[src/rtl/sdram_req_queue.sv]
// sdram_req_queue: client request FIFO in front of sdram_burst port 0.
// Issues one command at a time, returns read bursts, and watches for hangs.
module sdram_req_queue #(
    parameter int ADDR_WIDTH     = 25,
    parameter int DEPTH          = 4,
    parameter int Q_WIDTH        = 128,
    parameter int TIMEOUT_CYCLES = 1024
) (
    input  logic                  clk,
    input  logic                  reset_n,
    input  logic                  req_valid,
    output logic                  req_ready,
    input  logic                  req_write,
    input  logic [ADDR_WIDTH-1:0] req_addr,
    input  logic [15:0]           req_data,
    input  logic [1:0]            req_byte_en,
    output logic                  rd_valid,
    output logic [Q_WIDTH-1:0]    rd_data,
    output logic                  cmd_done,
    output logic                  timeout_err,
    output logic                  busy,
    output logic [ADDR_WIDTH-1:0] p0_addr,
    output logic [15:0]           p0_data,
    output logic [1:0]            p0_byte_en,
    output logic                  p0_wr_req,
    output logic                  p0_rd_req,
    input  logic                  p0_available,
    input  logic                  p0_ready,
    input  logic [Q_WIDTH-1:0]    p0_q
);

    localparam int PTR_W = $clog2(DEPTH);
    localparam int CNT_W = PTR_W + 1;
    localparam int WD_W  = $clog2(TIMEOUT_CYCLES);

    typedef struct packed {
        logic                  write;
        logic [ADDR_WIDTH-1:0] addr;
        logic [15:0]           data;
        logic [1:0]            byte_en;
    } entry_t;

    typedef enum logic {
        S_IDLE,
        S_WAIT
    } state_t;

    entry_t           mem [DEPTH];
    entry_t           head;
    logic [PTR_W-1:0] wr_ptr;
    logic [PTR_W-1:0] rd_ptr;
    logic [CNT_W-1:0] count;
    state_t           state;
    logic             op_read;
    logic [WD_W-1:0]  watchdog;
    logic             full;
    logic             empty;
    logic             push;
    logic             pop;

    assign full      = (count == CNT_W'(DEPTH));
    assign empty     = (count == '0);
    assign req_ready = ~full;
    assign push      = req_valid & ~full;
    assign pop       = (state == S_IDLE) & ~empty & p0_available;
    assign busy      = ~empty | (state == S_WAIT);
    assign head      = mem[rd_ptr];

    // Entry storage; contents need no reset since count gates every read.
    always_ff @(posedge clk) begin
        if (push) begin
            mem[wr_ptr] <= {req_write, req_addr, req_data, req_byte_en};
        end
    end

    // Pointer and occupancy bookkeeping; simultaneous push/pop keeps count.
    always_ff @(posedge clk or negedge reset_n) begin
        if (!reset_n) begin
            wr_ptr <= '0;
            rd_ptr <= '0;
            count  <= '0;
        end else begin
            if (push) wr_ptr <= wr_ptr + PTR_W'(1);
            if (pop)  rd_ptr <= rd_ptr + PTR_W'(1);
            if (push && !pop)      count <= count + CNT_W'(1);
            else if (!push && pop) count <= count - CNT_W'(1);
        end
    end

    // Issue/wait FSM with all controller and client outputs registered.
    always_ff @(posedge clk or negedge reset_n) begin
        if (!reset_n) begin
            state       <= S_IDLE;
            op_read     <= 1'b0;
            watchdog    <= '0;
            p0_addr     <= '0;
            p0_data     <= '0;
            p0_byte_en  <= '0;
            p0_wr_req   <= 1'b0;
            p0_rd_req   <= 1'b0;
            cmd_done    <= 1'b0;
            rd_valid    <= 1'b0;
            rd_data     <= '0;
            timeout_err <= 1'b0;
        end else begin
            p0_wr_req <= 1'b0;
            p0_rd_req <= 1'b0;
            cmd_done  <= 1'b0;
            rd_valid  <= 1'b0;
            unique case (state)
                S_IDLE: begin
                    if (pop) begin
                        p0_addr    <= head.addr;
                        p0_data    <= head.data;
                        p0_byte_en <= head.byte_en;
                        p0_wr_req  <= head.write;
                        p0_rd_req  <= ~head.write;
                        op_read    <= ~head.write;
                        watchdog   <= '0;
                        state      <= S_WAIT;
                    end
                end
                S_WAIT: begin
                    if (p0_ready) begin
                        cmd_done <= 1'b1;
                        if (op_read) begin
                            rd_valid <= 1'b1;
                            rd_data  <= p0_q;
                        end
                        state <= S_IDLE;
                    end else if (watchdog == WD_W'(TIMEOUT_CYCLES - 1)) begin
                        timeout_err <= 1'b1;
                        state       <= S_IDLE;
                    end else begin
                        watchdog <= watchdog + WD_W'(1);
                    end
                end
                default: state <= S_IDLE;
            endcase
        end
    end

endmodule

[config.mk]
export PLATFORM = sky130hd
export DESIGN_NAME = sdram_req_queue
export DESIGN_NICKNAME = d
export VERILOG_FILES = /design/src/rtl/sdram_req_queue.sv
export SDC_FILE = /design/constraint.sdc
export NUM_CORES = 1
export LEC_CHECK = 0
export CAP_MARGIN = 20
export CORE_AREA = 2 2 182 228
export DETAILED_ROUTE_END_ITERATION = 12
export DIE_AREA = 0 0 184 230
export GPL_TIMING_DRIVEN = 0
export HOLD_SLACK_MARGIN = 0.1
export PLACE_DENSITY_LB_ADDON = 0.1
export SYNTH_ARGS = -nofsm -noshare
export SYNTH_HDL_FRONTEND = slang
export SYNTH_SLANG_ARGS = --single-unit
export TNS_END_PERCENT = 100
[constraint.sdc]
create_clock -name clk -period 4.25 [get_ports clk]
set_input_delay 0.85 -clock clk [delete_from_list [all_inputs] [get_ports clk]]
set_output_delay 0.85 -clock clk [all_outputs]
set_load 0.01 [all_outputs]
==> flow_summary.toml, run 1 <==
[routing]
via_count = 8147
drt-total-wl_mm = 35.1
wl_met2_mm = 17.7
wire_per_inst_microns = 20.2
wl_met3_mm = 2.99
drc = 0
wl_met1_mm = 13.7
final_antenna_net_count = 0
top_layer_used = "met5"
viasPerCell = 4.69
dr.pass1.iters = 4
first_iter_violations = 294

[job]
maxCapViolations = 0

[synthesis]
synth_ff_type = "dfrtp_1"
yosysSeqAreaShare = 0.733
ys_types = 40
synth.avg_cell_area_sq_um = 17.3
synth_nets = 985
yosysWarningCount = 0
async_flop_share = 0.526
syn-instance-count = 801
synth_edf_count = 176
synth_top_area_share = 0.381
ys_ff_latch = 371
netlist_area_sq_um = 13900
synth_top_cell_by_area = "edfxtp_1"
synthTopCellsByArea = "edfxtp_1, dfrtp_1, mux2_1"

[global_route]
track_usage = 0.165
grt_overflow = 0
grt_antenna_before_repair = 1
grt_max_degree = 108
grt_pass1_vias = 8647
grt_pass1_wl_mm = 52.9

[timing]
setup_violations = 0
timing.final.max_slew_violations = 0
hold_viol = 0
finalSetupTns_ps = 0
min_period_ps = 3070
slew_headroom = 0.466
rsz0062_at_grt = "false"
finalCritPeriodShare = 0.724
tightest_slew_ps = 801
skew_ps = 16.6
max_freq_ghz = 0.325

[status]
status = "complete, no violations"

[die]
die_x_microns = 184
initial_utilization = 0.347
die_h_microns = 230
coreArea_sq_um = 40000
dieArea_sq_um = 42300
io_pins = 355
num_rows = 82

[worst_setup_path]
regToRegEndpoint = "count[2]"
reg2reg_slack_ps = 1180
cp_slowest_cell = "clkbuf_1"
critPathKind = "register to register"
cp.arrival_ps = 3530
worst-path-buf-inv = 3
cpMostUsedCell = "xor2_1"
crit_required_ps = 4700
crit_path_start_kind = "register"
worstRegToRegCells = 10
r2r-start = "count[0]"
crit_chain = "nor3_1 > nor3b_2 > inv_2 > clkbuf_1 > ha_1 > inv_1 > fa_1 > xor2_1 > nor2_1 > xor2_1"
crit_path_end_kind = "register"
max_stage_delay_ps = 570
crit_fanout = 10
crit_family = "simple AND/OR/NAND/NOR gates"

[final_layout]
synthToLayoutAreaGrowth_pct = 40.5
finalNetCount = 1386
drive_gt1_frac = 0.135
nFillCells = 3521
diodes = 0
fin_area_sq_um = 19500

[clocking]
cts-buffers-inserted = 40
clkSinkCount = 371
clkSlewWorstSetupHoldPaths_ps = 60
clock-root-buffer = "clkbuf_16"
cts_setup_buffers = 0
ctsHtreeMaxLevel = 2
post_cts_resized = 0
cts_tree = "built"
clockBufferDepth = 3
hold_buffers = 0
clkLatencyLatePin_ps = 530

[place]
dpl_cell_area_sq_um = 18200
port_buffers = 354
post-dp-hpwl_mm = 24.4
gp_congestion = 0.725

[power_and_ir_drop]
power_density_nw_per_um2 = 717
total_leakage_power_nw = 7.56
ir_drop_mv = 0.351

[worst_hold_path]
hold_path_class = "input pin to async pin"
==> layout by cell type (no fill, tap or decap), drive strengths merged, types with 3 or more instances in the layout <==
cell           count
xnor2              4
and3               5
nand3              5
nor3               6
and2               3
clkinv             7
nor2              10
clkinvlp           3
mux4              44
a31oi              4
bufinv             3
edfxtp           176
o21ai              6
buf               33
mux2i              3
inv                9
o2bb2ai            3
ha                 6
clkdlybuf4s50    353
clkbuf            67
mux2             130
dfrtp            195
nand2            139
==> flip-flops by register name, summed over array words and instances, names as in the netlist, 2 cells and up <==
signal / flops
mem: 176
p0_data: 16
rd_ptr: 2
wr_ptr: 2
p0_addr: 25
rd_data: 128
p0_byte_en: 2
count: 3
watchdog: 10
==> layer usage <==
metal  vias up  global-route usage
li1       3729                   -
met1      4079               0.189
met2       288               0.295
met3        49              0.0535
met4         2              0.0453
met5         -                   0
==> how the worst max path moves through the flow <==
| stage | cells past startpoint | start | end |
|---|---|---|---|
| final | 10 | count[0] | count[2] |
| after global routing | 10 | count[0] | count[2] |
| after CTS | 10 | count[0] | count[2] |
| after detailed placement | 10 | p0_available | count[2] |
| after global placement | 1 | reset_n | p0_addr[1] |
| after floorplan | 9 | p0_available | count[2] |
==> where the power goes <==
| group | switching, W | internal (W) | leakage, nW |
|---|---|---|---|
| combinational | 0.00223 | 0.00271 | 2.95 |
| clock | 0.00140 | 0.00208 | 0.640 |
| sequential | 0.000521 | 0.00505 | 3.97 |
==> stage by stage <==
| step | hold slack, ps | power [W] | utilization | std cells | worst slack [ps] |
|---|---|---|---|---|---|
| 2_1_floorplan | 459 | 0.00793 | - | 801 | 1780 |
| 3_3_place_gp | 444 | 0.0106 | 0.451 | 1659 | -6900 |
| 3_5_place_dp | 449 | 0.0107 | 0.454 | 1664 | 821 |
| 4_1_cts | 374 | 0.0143 | 0.487 | 1736 | 1010 |
| 5_1_grt | 396 | 0.0148 | 0.487 | 1736 | 879 |
| 6_report | 360 | 0.0140 | 0.487 | 1736 | 1180 |
==> synthesized netlist by cell type (4+ instances only) <==
| library cell | n |
|---|---|
| a31oi_1 | 4 |
| and3_1 | 5 |
| buf_1 | 4 |
| buf_2 | 23 |
| clkbuf_1 | 9 |
| dfrtp_1 | 195 |
| edfxtp_1 | 176 |
| ha_1 | 6 |
| inv_1 | 6 |
| mux2_1 | 109 |
| mux2_2 | 21 |
| mux4_2 | 44 |
| nand2_1 | 139 |
| nor2_1 | 10 |
| nor3_1 | 6 |
| o21ai_0 | 4 |
| xnor2_1 | 4 |
==> area by class of cell <==
| type | count | area [sq um] | area share |
|---|---|---|---|
| multi-input combinational | 386 | 3520 | 0.181 |
| sequential | 371 | 10200 | 0.522 |
| clock inverter | 14 | 165 | 0.00847 |
| clock buffer | 58 | 1160 | 0.0595 |
| inverter | 8 | 30.0 | 0.00154 |
| buffer | 36 | 164 | 0.00841 |
| timing repair buffer | 359 | 3660 | 0.188 |
| tap | 504 | 631 | 0.0324 |
==> cell families after synthesis <==
kind of cell               Yosys count  share of synthesized area
AOI/OAI and AO/OA                   20                     0.0105
buffers and inverters               44                     0.0140
adders and majority gates            7                    0.00685
muxes                              177                      0.179
xor gates and xnor gates             6                    0.00379
DFF                                371                      0.733
and+or+nand+nor                    176                     0.0530
Note: power is estimated with default switching activity, not from simulation.
==> run 2, diff against run 1 <==
==> constraint.sdc (replaced) <==
create_clock -name clk -period 3 [get_ports clk]
set_input_delay 0.6 -clock clk [delete_from_list [all_inputs] [get_ports clk]]
set_output_delay 0.6 -clock clk [all_outputs]
set_load 0.01 [all_outputs]
==> flow_summary.toml, run 2 (synthesis results as in run 1) <==
[status]
status = "complete, no violations"

[power_and_ir_drop]
ir_drop_mv = 0.497
total_leakage_power_nw = 7.56
pwr-share-comb = 0.353
p_int_w = 0.0139
swShare = 0.296
p_switching_w = 0.00586
power_density_nw_per_um2 = 1020
p_clk_frac = 0.249
total_power_w = 0.0198
seqPwrFrac = 0.398

[final_layout]
largest_register = "mem"
drive_gt1_frac = 0.135
mostFrequentLayoutCells = "clkdlybuf4s50_1, dfrtp_1, edfxtp_1, nand2_1, mux2_1"
finalNetCount = 1385
reg_top3 = "mem (176), rd_data (128), p0_addr (25)"
nFillCells = 3522
diodes = 0
fin_area_sq_um = 19500
synthToLayoutAreaGrowth_pct = 40.5
layout_commonest_cell = "clkdlybuf4s50_1"
largest_register_ffs = 176

[worst_setup_path]
cp.arrival_ps = 2240
crit_family = "simple AND/OR/NAND/NOR gates"
r2r-start = "count[0]"
cp_slowest_cell = "nor3_1"
reg2reg_slack_ps = 330
crit_path_end_kind = "output port"
worst-path-buf-inv = 1
worst-path-stages = 3
crit_fanout = 4
max_stage_delay_ps = 590
worstRegToRegCells = 9
crit_chain = "nor3_1 > nand2_1 > clkdlybuf4s50_1"
crit_required_ps = 2400
critPathKind = "register to output port"
crit_path_start_kind = "register"
regToRegEndpoint = "count[2]"

[timing]
finalCritPeriodShare = 0.948
timing.final.max_slew_violations = 0
skew_ps = 16.5
setup_violations = 0
finalSetupTns_ps = 0
max_freq_ghz = 0.352
slew_headroom = 0.467
fin_ws_ps = 156
hold_viol = 0
rsz0062_at_grt = "false"
tightest_slew_ps = 800
whs_ps = 110
min_period_ps = 2840

[routing]
first_iter_violations = 279
top_layer_used = "met5"
wl_met3_mm = 3.03
via_count = 8123
drc = 0
viasPerCell = 4.68
final_antenna_net_count = 0
dr.pass1.iters = 5
wl_met1_mm = 13.6
wl_met2_mm = 17.8
wire_per_inst_microns = 20.2
drt-total-wl_mm = 35.1

[place]
post-dp-hpwl_mm = 24.4
port_buffers = 354
dpl_cell_area_sq_um = 18200
pre_cts_ws_ps = -225
gp_congestion = 0.725

[die]
initial_utilization = 0.347
io_pins = 355
coreArea_sq_um = 40000
die_h_microns = 230
num_rows = 82
dieArea_sq_um = 42300
die_x_microns = 184

[global_route]
grt_overflow = 0
grt_pass1_wl_mm = 52.9
grt_max_degree = 108
grt_pass1_vias = 8643
track_usage = 0.165
grt_antenna_before_repair = 1

[job]
maxCapViolations = 0

[worst_hold_path]
hold_path_class = "input pin to async pin"

[clocking]
cts-buffers-inserted = 40
clkSlewWorstSetupHoldPaths_ps = 60
clockBufferDepth = 3
post_cts_resized = 0
cts_tree = "built"
clkSinkCount = 371
clkLatencyLatePin_ps = 530
ctsHtreeMaxLevel = 2
clock-root-buffer = "clkbuf_16"
-- run 2: changes by cell type in the layout (fill, tap and decap cells not counted), sizes merged --
cell / delta
clkbuf: -1
-- run 2: power by group through the flow --
stage               clock network [W]  registers (W)  logic, W
floorplan                           0        0.00848   0.00274
global placement                    0        0.00801   0.00707
detailed placement                  0        0.00801   0.00718
CTS                           0.00510        0.00791   0.00720
global route                  0.00529        0.00810   0.00759
finish                        0.00493        0.00788   0.00699
-- run 2: per-stage QoR --
stage,cells,utilization
5_1_grt,1735,0.487
3_3_place_gp,1659,0.451
3_5_place_dp,1664,0.454
4_1_cts,1735,0.487
6_report,1735,0.487
2_1_floorplan,801,-
-- run 2: worst max-delay path by stage --
| stage | startpoint | end | slack (ps) |
|---|---|---|---|
| 6_report | count[0] | busy | 160 |
| 3_3_place_gp | reset_n | p0_addr[1] | -7900 |
| 4_1_cts | count[0] | busy | 70 |
| 2_1_floorplan | count[0] | count[2] | 750 |
| 3_5_place_dp | count[0] | count[2] | -220 |
| 5_1_grt | count[0] | busy | 60 |
-- run 2: what timing repair did --
item,4_1_cts,5_1_grt
setup endpoints to repair,2,0
hold buffers,0,0
setup buffers,0,0
-- run 2: worst reg2reg max path, cell delays in order (launching register included) --
cell     delay, ps
dfrtp_1        440
nor3_1         590
nor3b_2        170
inv_2          290
ha_1           250
inv_1           60
fa_1           370
xor2_1         160
nor2_1         110
xor2_1         150
-- run 2: layout make-up --
cell class	count	area (sq um)	share of cell area
sequential	371	10200	0.522
timing repair buffer	359	3660	0.188
multi-input combinational	386	3520	0.181
clock buffer	58	1160	0.0595
tap	504	631	0.0324
clock inverter	14	165	0.00848
buffer	35	160	0.00822
inverter	8	30.0	0.00154
-- run 2: metal layers --
layer / up-vias / track usage
li1: 3729 / -
met1: 4067 / 0.189
met2: 280 / 0.295
met3: 45 / 0.0535
met4: 2 / 0.0453
met5: - / 0
==> run 3, diff against run 2 <==
--- a/config.mk
+++ b/config.mk
@@ -6,9 +6,9 @@
 export NUM_CORES = 1
 export LEC_CHECK = 0
 export CAP_MARGIN = 20
-export CORE_AREA = 2 2 182 228
+export CORE_AREA = 2 2 157 198
 export DETAILED_ROUTE_END_ITERATION = 12
-export DIE_AREA = 0 0 184 230
+export DIE_AREA = 0 0 159 200
 export GPL_TIMING_DRIVEN = 0
 export HOLD_SLACK_MARGIN = 0.1
 export PLACE_DENSITY_LB_ADDON = 0.1
==> flow_summary.toml, run 3 (synthesis results as in run 1) <==
[die]
dieArea_sq_um = 31800
num_rows = 71
coreArea_sq_um = 29800
io_pins = 355
die_h_microns = 200
die_x_microns = 159
initial_utilization = 0.465

[routing]
final_antenna_net_count = 0
via_count = 8226
drc = 0
viasPerCell = 5.06
wire_per_inst_microns = 21.0
drt-total-wl_mm = 34.2
first_iter_violations = 324
dr.pass1.iters = 5

[final_layout]
largest_register_ffs = 176
nFillCells = 2270
drive_gt1_frac = 0.135
finalNetCount = 1382
reg_top3 = "mem (176), rd_data (128), p0_addr (25)"
fin_cells = 1626
largest_register = "mem"
fin_area_sq_um = 19300
multi_input_area_sq_um = 3520
synthToLayoutAreaGrowth_pct = 39.1
seqCellArea_sq_um = 10200
layout_commonest_cell = "clkdlybuf4s50_1"
mostFrequentLayoutCells = "clkdlybuf4s50_1, dfrtp_1, edfxtp_1, nand2_1, mux2_1"

[global_route]
grt_max_degree = 101
grt_pass1_wl_mm = 51.4
track_usage = 0.215
grt_pass1_vias = 8390
grt_overflow = 0
grt_antenna_before_repair = 2

[clocking]
clkLatencyLatePin_ps = 530
cts_setup_buffers = 0
clockBufferDepth = 3
cts-buffers-inserted = 37
ctsHtreeMaxLevel = 2
clkSinkCount = 371
hold_buffers = 0
cts_tree = "built"
clkSlewWorstSetupHoldPaths_ps = 60
clock-root-buffer = "clkbuf_16"

[place]
post-dp-hpwl_mm = 24.6
dpl_cell_area_sq_um = 18000
dp_cells = 1561
port_buffers = 354
gp_congestion = 0.821

[worst_setup_path]
cp_slowest_cell = "clkdlybuf4s50_1"
crit_required_ps = 2400
critPathKind = "register to output port"
crit_path_end_kind = "output port"
max_stage_delay_ps = 570
cp.arrival_ps = 2150
crit_chain = "clkbuf_1 > inv_1 > nand2_1 > clkdlybuf4s50_1"
crit_fanout = 10
crit_path_start_kind = "register"

[power_and_ir_drop]
ir_drop_mv = 0.555
power_density_nw_per_um2 = 1020
total_leakage_power_nw = 7.54
total_power_w = 0.0197

[timing]
timing.final.max_slew_violations = 0
tightest_slew_ps = 814
skew_ps = 21.7
min_period_ps = 2750
setup_violations = 0
max_freq_ghz = 0.363
rsz0062_at_grt = "false"
slew_headroom = 0.457
hold_viol = 0
finalCritPeriodShare = 0.918

[worst_hold_path]
hold_path_class = "input pin to async pin"

[job]
maxCapViolations = 0

[status]
status = "complete, no violations"
[run 3: critical path, delay by kind of cell, from the launching register on]
kind	cells	cell delay [ps]
and+or+nand+nor	1	110
buffers and inverters	3	1110
DFF	1	410
[run 3: area by class of cell]
type                            instances  area share
Inverter                                8     0.00156
Clock inverter                         19      0.0118
Buffer                                 35     0.00830
Multi-Input combinational cell        386       0.182
Timing Repair Buffer                  359       0.189
Tap cell                              401      0.0260
Clock buffer                           46      0.0536
Sequential cell                       371       0.527
Antenna cell                            1    0.000130
[run 3: final timing paths]
check                                   end  slack (ps)         from  cells after the start
worst min register to register  timeout_err         460  timeout_err                      1
worst min-delay path            p0_data[13]          90      reset_n                      1
max in group asynchronous       p0_addr[20]        1890      reset_n                      2
worst max register to register     count[2]         550     count[0]                      9
min in group clk                timeout_err         460  timeout_err                      1
worst max-delay path                   busy         250        state                      4
[run 3: metal layers]
layer  share of wire  vias up  track usage
met5               0        -            0
met4           0.035        0       0.0798
met3           0.096       64       0.0843
met2            0.49      323        0.356
met1            0.38     4109        0.258
li1                -     3730            -
[run 3: report_power, final]
group | internal, W | total [W] | leakage (nW) | switching, W
clock network | 0.00288 | 0.00478 | 0.622 | 0.00190
registers | 0.00715 | 0.00786 | 3.97 | 0.000715
logic | 0.00384 | 0.00709 | 2.95 | 0.00325
total | 0.0139 | 0.0197 | 7.54 | 0.00587
[run 3: repair_timing]
item	4_1_cts	5_1_grt
gates resized for setup	0	0
endpoints found under the setup margin	0	1
hold endpoints to repair	0	0
[run 3: per-stage QoR]
step	utilization	hold slack, ps	setup WS (ps)	setup TNS [ps]
2_1_floorplan	-	304	749	0
3_3_place_gp	0.600	447	-7510	-1555560
3_5_place_dp	0.604	452	-52.1	-53.0
4_1_cts	0.646	126	136	0
5_1_grt	0.646	159	97.1	0
6_report	0.646	93.9	247	0
